**src/rtl/event_stretcher_if.sv**
```systemverilog
// Event-in / stretched-pulse-out bundle for event_stretcher.
// The master side drives events; the slave side (the stretcher) returns the pulse and queue status.
interface event_stretcher_if #(
  parameter int PEND_WIDTH = 3
);
  logic                  in;
  logic                  out;
  logic                  busy;
  logic [PEND_WIDTH-1:0] pending;
  logic                  overflow;

  modport master (
    output in,
    input  out,
    input  busy,
    input  pending,
    input  overflow
  );

  modport slave (
    input  in,
    output out,
    output busy,
    output pending,
    output overflow
  );
endinterface

```
**src/rtl/event_stretcher.sv**
```systemverilog
// Turns each rising edge of a clean event input into a fixed-length visible pulse plus a gap.
// Edges that arrive while a pulse is running are queued in a saturating counter.
module event_stretcher #(
  parameter int ON_CYCLES  = 8,
  parameter int OFF_CYCLES = 4,
  parameter int PEND_WIDTH = 3
) (
  input  logic             clk,
  input  logic             rst,
  event_stretcher_if.slave bus
);

  localparam int TMAX = (ON_CYCLES > OFF_CYCLES) ? ON_CYCLES : OFF_CYCLES;
  localparam int TW   = (TMAX > 1) ? $clog2(TMAX) : 1;
  localparam logic [TW-1:0]         ON_LOAD  = TW'(ON_CYCLES - 1);
  localparam logic [TW-1:0]         OFF_LOAD = TW'(OFF_CYCLES - 1);
  localparam logic [PEND_WIDTH-1:0] PEND_MAX = '1;

  typedef enum logic [1:0] {IDLE, ON, OFF} state_t;

  state_t                state_reg, state_next;
  logic [TW-1:0]         timer_reg, timer_next;
  logic [PEND_WIDTH-1:0] pending_reg, pending_next;
  logic                  in_prev_reg;
  logic                  out_reg;
  logic                  busy_reg;
  logic                  overflow_reg, overflow_next;
  logic                  rise;
  logic                  start;

  assign rise = bus.in & ~in_prev_reg;

  always_comb begin
    state_next = state_reg;
    timer_next = timer_reg;
    start      = 1'b0;
    case (state_reg)
      IDLE: begin
        if (pending_reg != '0) begin
          state_next = ON;
          timer_next = ON_LOAD;
          start      = 1'b1;
        end
      end
      ON: begin
        if (timer_reg == '0) begin
          state_next = OFF;
          timer_next = OFF_LOAD;
        end else begin
          timer_next = timer_reg - 1'b1;
        end
      end
      OFF: begin
        if (timer_reg == '0) begin
          // Queued events chain straight into the next pulse without passing through IDLE.
          if (pending_reg != '0) begin
            state_next = ON;
            timer_next = ON_LOAD;
            start      = 1'b1;
          end else begin
            state_next = IDLE;
          end
        end else begin
          timer_next = timer_reg - 1'b1;
        end
      end
      default: state_next = IDLE;
    endcase
  end

  // A rise on the same edge a pulse starts cancels out, so a full queue never overflows then.
  always_comb begin
    pending_next  = pending_reg;
    overflow_next = 1'b0;
    if (rise && !start) begin
      if (pending_reg == PEND_MAX) begin
        overflow_next = 1'b1;
      end else begin
        pending_next = pending_reg + 1'b1;
      end
    end else if (start && !rise) begin
      pending_next = pending_reg - 1'b1;
    end
  end

  // in_prev resets high so a level already present at reset release is not an event.
  always_ff @(posedge clk or posedge rst) begin
    if (rst) begin
      state_reg    <= IDLE;
      timer_reg    <= '0;
      pending_reg  <= '0;
      in_prev_reg  <= 1'b1;
      out_reg      <= 1'b0;
      busy_reg     <= 1'b0;
      overflow_reg <= 1'b0;
    end else begin
      state_reg    <= state_next;
      timer_reg    <= timer_next;
      pending_reg  <= pending_next;
      in_prev_reg  <= bus.in;
      out_reg      <= (state_next == ON);
      busy_reg     <= (state_next != IDLE);
      overflow_reg <= overflow_next;
    end
  end

  assign bus.out      = out_reg;
  assign bus.busy     = busy_reg;
  assign bus.pending  = pending_reg;
  assign bus.overflow = overflow_reg;

endmodule

```
**src/flat_wrapper.sv**
```systemverilog
// flat-port wrapper written by rule: the top's interface ports become plain ports
module event_stretcher_flat 
#(
  parameter int ON_CYCLES  = 8,
  parameter int OFF_CYCLES = 4,
  parameter int PEND_WIDTH = 3
)
  (clk, rst, bus_in, bus_out, bus_busy, bus_pending, bus_overflow);
  event_stretcher_if #(.PEND_WIDTH(PEND_WIDTH)) bus_i ();
  input  logic clk;
  input  logic rst;
  input wire logic [$bits(bus_i.in)-1:0] bus_in;
  output wire logic [$bits(bus_i.out)-1:0] bus_out;
  output wire logic [$bits(bus_i.busy)-1:0] bus_busy;
  output wire logic [$bits(bus_i.pending)-1:0] bus_pending;
  output wire logic [$bits(bus_i.overflow)-1:0] bus_overflow;
  assign bus_i.in = bus_in;
  assign bus_out = bus_i.out;
  assign bus_busy = bus_i.busy;
  assign bus_pending = bus_i.pending;
  assign bus_overflow = bus_i.overflow;
  event_stretcher #(.ON_CYCLES(ON_CYCLES), .OFF_CYCLES(OFF_CYCLES), .PEND_WIDTH(PEND_WIDTH)) u_core (.clk(clk), .rst(rst), .bus(bus_i));
endmodule
```
**config.mk**
```make
export PLATFORM = sky130hd
export DESIGN_NAME = event_stretcher_flat
export DESIGN_NICKNAME = d
export VERILOG_FILES = /design/src/rtl/event_stretcher_if.sv /design/src/rtl/event_stretcher.sv /design/src/flat_wrapper.sv
export SDC_FILE = /design/constraint.sdc
export NUM_CORES = 1
export LEC_CHECK = 0
export CAP_MARGIN = 30
export CORE_AREA = 2 2 53 68
export CTS_BUF_LIST = sky130_fd_sc_hd__clkbuf_16
export CTS_CLUSTER_SIZE = 16
export DETAILED_ROUTE_END_ITERATION = 8
export DIE_AREA = 0 0 55 70
export GPL_ROUTABILITY_DRIVEN = 0
export PLACE_DENSITY = 0.46
export SYNTH_ARGS = -nofsm -noshare
export SYNTH_HDL_FRONTEND = slang
export SYNTH_SLANG_ARGS = --single-unit
export TNS_END_PERCENT = 50
```
**constraint.sdc**
```tcl
create_clock -name clk -period 2.7 [get_ports clk]
set_input_delay 0.54 -clock clk [delete_from_list [all_inputs] [get_ports clk]]
set_output_delay 0.54 -clock clk [all_outputs]
set_load 0.05 [all_outputs]
```
==> metrics.txt <==
final core utilization=34.0%; hold worst-path end=u_core.timer_reg[0]$_DFFE_PP0N_; Reg area=302 sq um; initial antenna violation count=0; largest net degree at the start of global routing=13; CP max FO=5; Mapped Area=931 sq um; Worst-path clk slew=0.04 ns; CP arrival=2.50 ns; DR vias=807; Switch Pwr=717 uW; WP data required=2.80 ns; cell with the most instances after synthesis=dfrtp_1; R2R depth=9; Mapped Nets=109; Final Power=1560 uW; CP Launch Type=register; Commonest cells post-synth=dfrtp_1, inv_1, nor2_1; Synth async-reset ratio=100%; n_diodes=0; Vias/cell=5.38; Initial Util=28.2%; Nets=122; pwr/cell area=1380 nW/um^2; Reg2Reg Launch Point=u_core.timer_reg[0]$_DFFE_PP0N_; measured slew at the worst slew-check pin=0.507 ns; Ports=9; H-Tree Level Count=1; area grow syn2layout=20.7%; Fillers=356; post-synth top area share=29.6%; fraction of layout instances using a drive strength above 1=14.4%; root buf cell=clkbuf_16; Post-CTS Setup Bufs=0; Synth warnings=0; sequential-to-total area share from yosys stat=32.4%; Worst Setup End Kind=register; worst-skew pair later-pin latency=0.24 ns; vias in the first global route=806; R2R Setup Slk=0.30 ns; Post-synth EDFFs=0; Final Hold Viols=0; largest area contributor in the netlist=dfrtp_1; DP Wirelength=1670 um; first-pass GRT wire length=3660 um; Setup CP Type=reg2reg; wire length per cell=14.5 um; RSZ-0062 raised after global routing=false; final wirelength=2170 um; CTS sink count=12; final slew viol count=0; final critical-path required period=2.40 ns; setup TNS after final layout=0 ns; Final Cycle Share=88.8%; initial drt markers=27; core box area=3300 sq um; fmax=417 MHz; Congestion Overflow GR=0; beginning of the worst hold path=u_core.timer_reg[0]$_DFFE_PP0N_; reg2reg end=u_core.bus.pending[1]$_DFFE_PP0P_; width of the die=55 um; DR pass1 iterations=6; worst min-delay path class=reg2reg; Mapped Cells=99; Int Power=839 uW; Top FF cell, synth=dfrtp_1; CTS tree=yes; Worst setup startpoint=u_core.timer_reg[0]$_DFFE_PP0N_; Total Routing Usage GR=12.9%; Post-CTS Hold Buffers=0; Synth Register Bits=12; Distinct cells, synth=41; die area=3850 sq um; Inserted Clock Buffers=3; Lkg Pwr=0.000485 uW; status=completed; multi-input logic area=539 sq um; FP Rows=24; Hold Path Depth=1; final setup skew=0.000978 ns; Area contributors post-synth=dfrtp_1, ha_1, nand2b_1; relative slew slack=66.1%; port bufs=8; PostCTS Resize Cnt=0; Seq pwr share=22.9%; DR DRC count=0; Net Sw Frac=46.1%; Clock power frac=17.3%; Max-Cap Viols=0; Worst VDD drop=0.542 mV; post-route ant nets=0; combinational share of power=59.7%; die span in y=70 um; mean post-synth cell area=9.40 sq um; final setup fails=0; clock tree buffer depth=2
## cell type report
class	instances	share of cell area (%)
multi-input cells	73	48.0
flip-flops and latches	12	26.8
repair buffers	14	11.1
clock buffers	3	6.68
well taps	39	4.34
inverters	8	2.67
clock inverters	1	0.334
## layout by cell type, fill, tap and decap left out, drive strengths merged
cell and n:
o221ai 1, nor4 2, o211a 2, a211oi 5, nor3 4, nand4 4, a31oi 2, a311oi 1
and3b 1, a221oi 2, inv 9, buf 6, fa 1, o21ai 6, o22a 2, and2b 1
nand2b 5, o2111ai 1, a41o 1, a41oi 1, dfstp 1, and2 1, a31o 1, dfrtp 11
ha 6, nor2 8, o21a 1, nand3b 1, clkbuf 3, or3 2, o22ai 2, nor2b 2
a21oi 4, nand2 3, clkdlybuf4s50 8
## worst max path at each step
stage and end:
3_3_place_gp u_core.bus.pending[1]$_DFFE_PP0P_, 3_5_place_dp u_core.bus.pending[1]$_DFFE_PP0P_, 4_1_cts u_core.bus.pending[1]$_DFFE_PP0P_, 6_report u_core.bus.pending[1]$_DFFE_PP0P_
2_1_floorplan u_core.bus.pending[1]$_DFFE_PP0P_, 5_1_grt u_core.bus.pending[1]$_DFFE_PP0P_
## power groups by stage
stage,clock network (uW),registers (uW),logic [uW]
floorplan,0,452,634
global route,292,371,1010
detailed placement,0,360,925
CTS,282,357,926
global placement,0,361,907
finish,270,357,929
## worst max-delay path: stages, from the launching register on
cell      delay (ns)
dfrtp_1         0.38
inv_1           0.09
ha_1            0.23
and3b_1         0.24
nor2_4          0.04
o21ai_0         0.21
fa_1            0.50
and2_1          0.16
a221oi_1        0.27
nand4_1         0.13
## metrics by stage
stage,area [sq um],worst slack [ns],cells,hold WS (ns)
2_1_floorplan,931,0.369,99,0.404
3_3_place_gp,1040,0.233,146,0.517
3_5_place_dp,1040,0.148,146,0.527
4_1_cts,1120,0.306,150,0.537
5_1_grt,1120,0.157,150,0.557
6_report,1120,0.303,150,0.537
## logic make-up (layout without fill, tap and decap cells)
family	Yosys count	in the layout	synth area share, %
AO/OA/AOI/OAI	32	32	25.1
adder cells (fa/ha/maj)	7	7	10.2
buffers and inverters	14	26	9.68
flip-flops	12	12	32.4
AND/OR/NAND/NOR	34	34	22.6
## routing by layer
metal	vias up	part of all wire [%]	wire [um]	GRT usage, %
li1	395	-	-	-
met1	386	42	903	15.7
met2	18	51	1120	20.2
met3	8	3.6	78	4.06
met4	0	3.4	75	5.42
met5	-	0	0	0
Note: power is estimated with default switching activity, not from simulation.
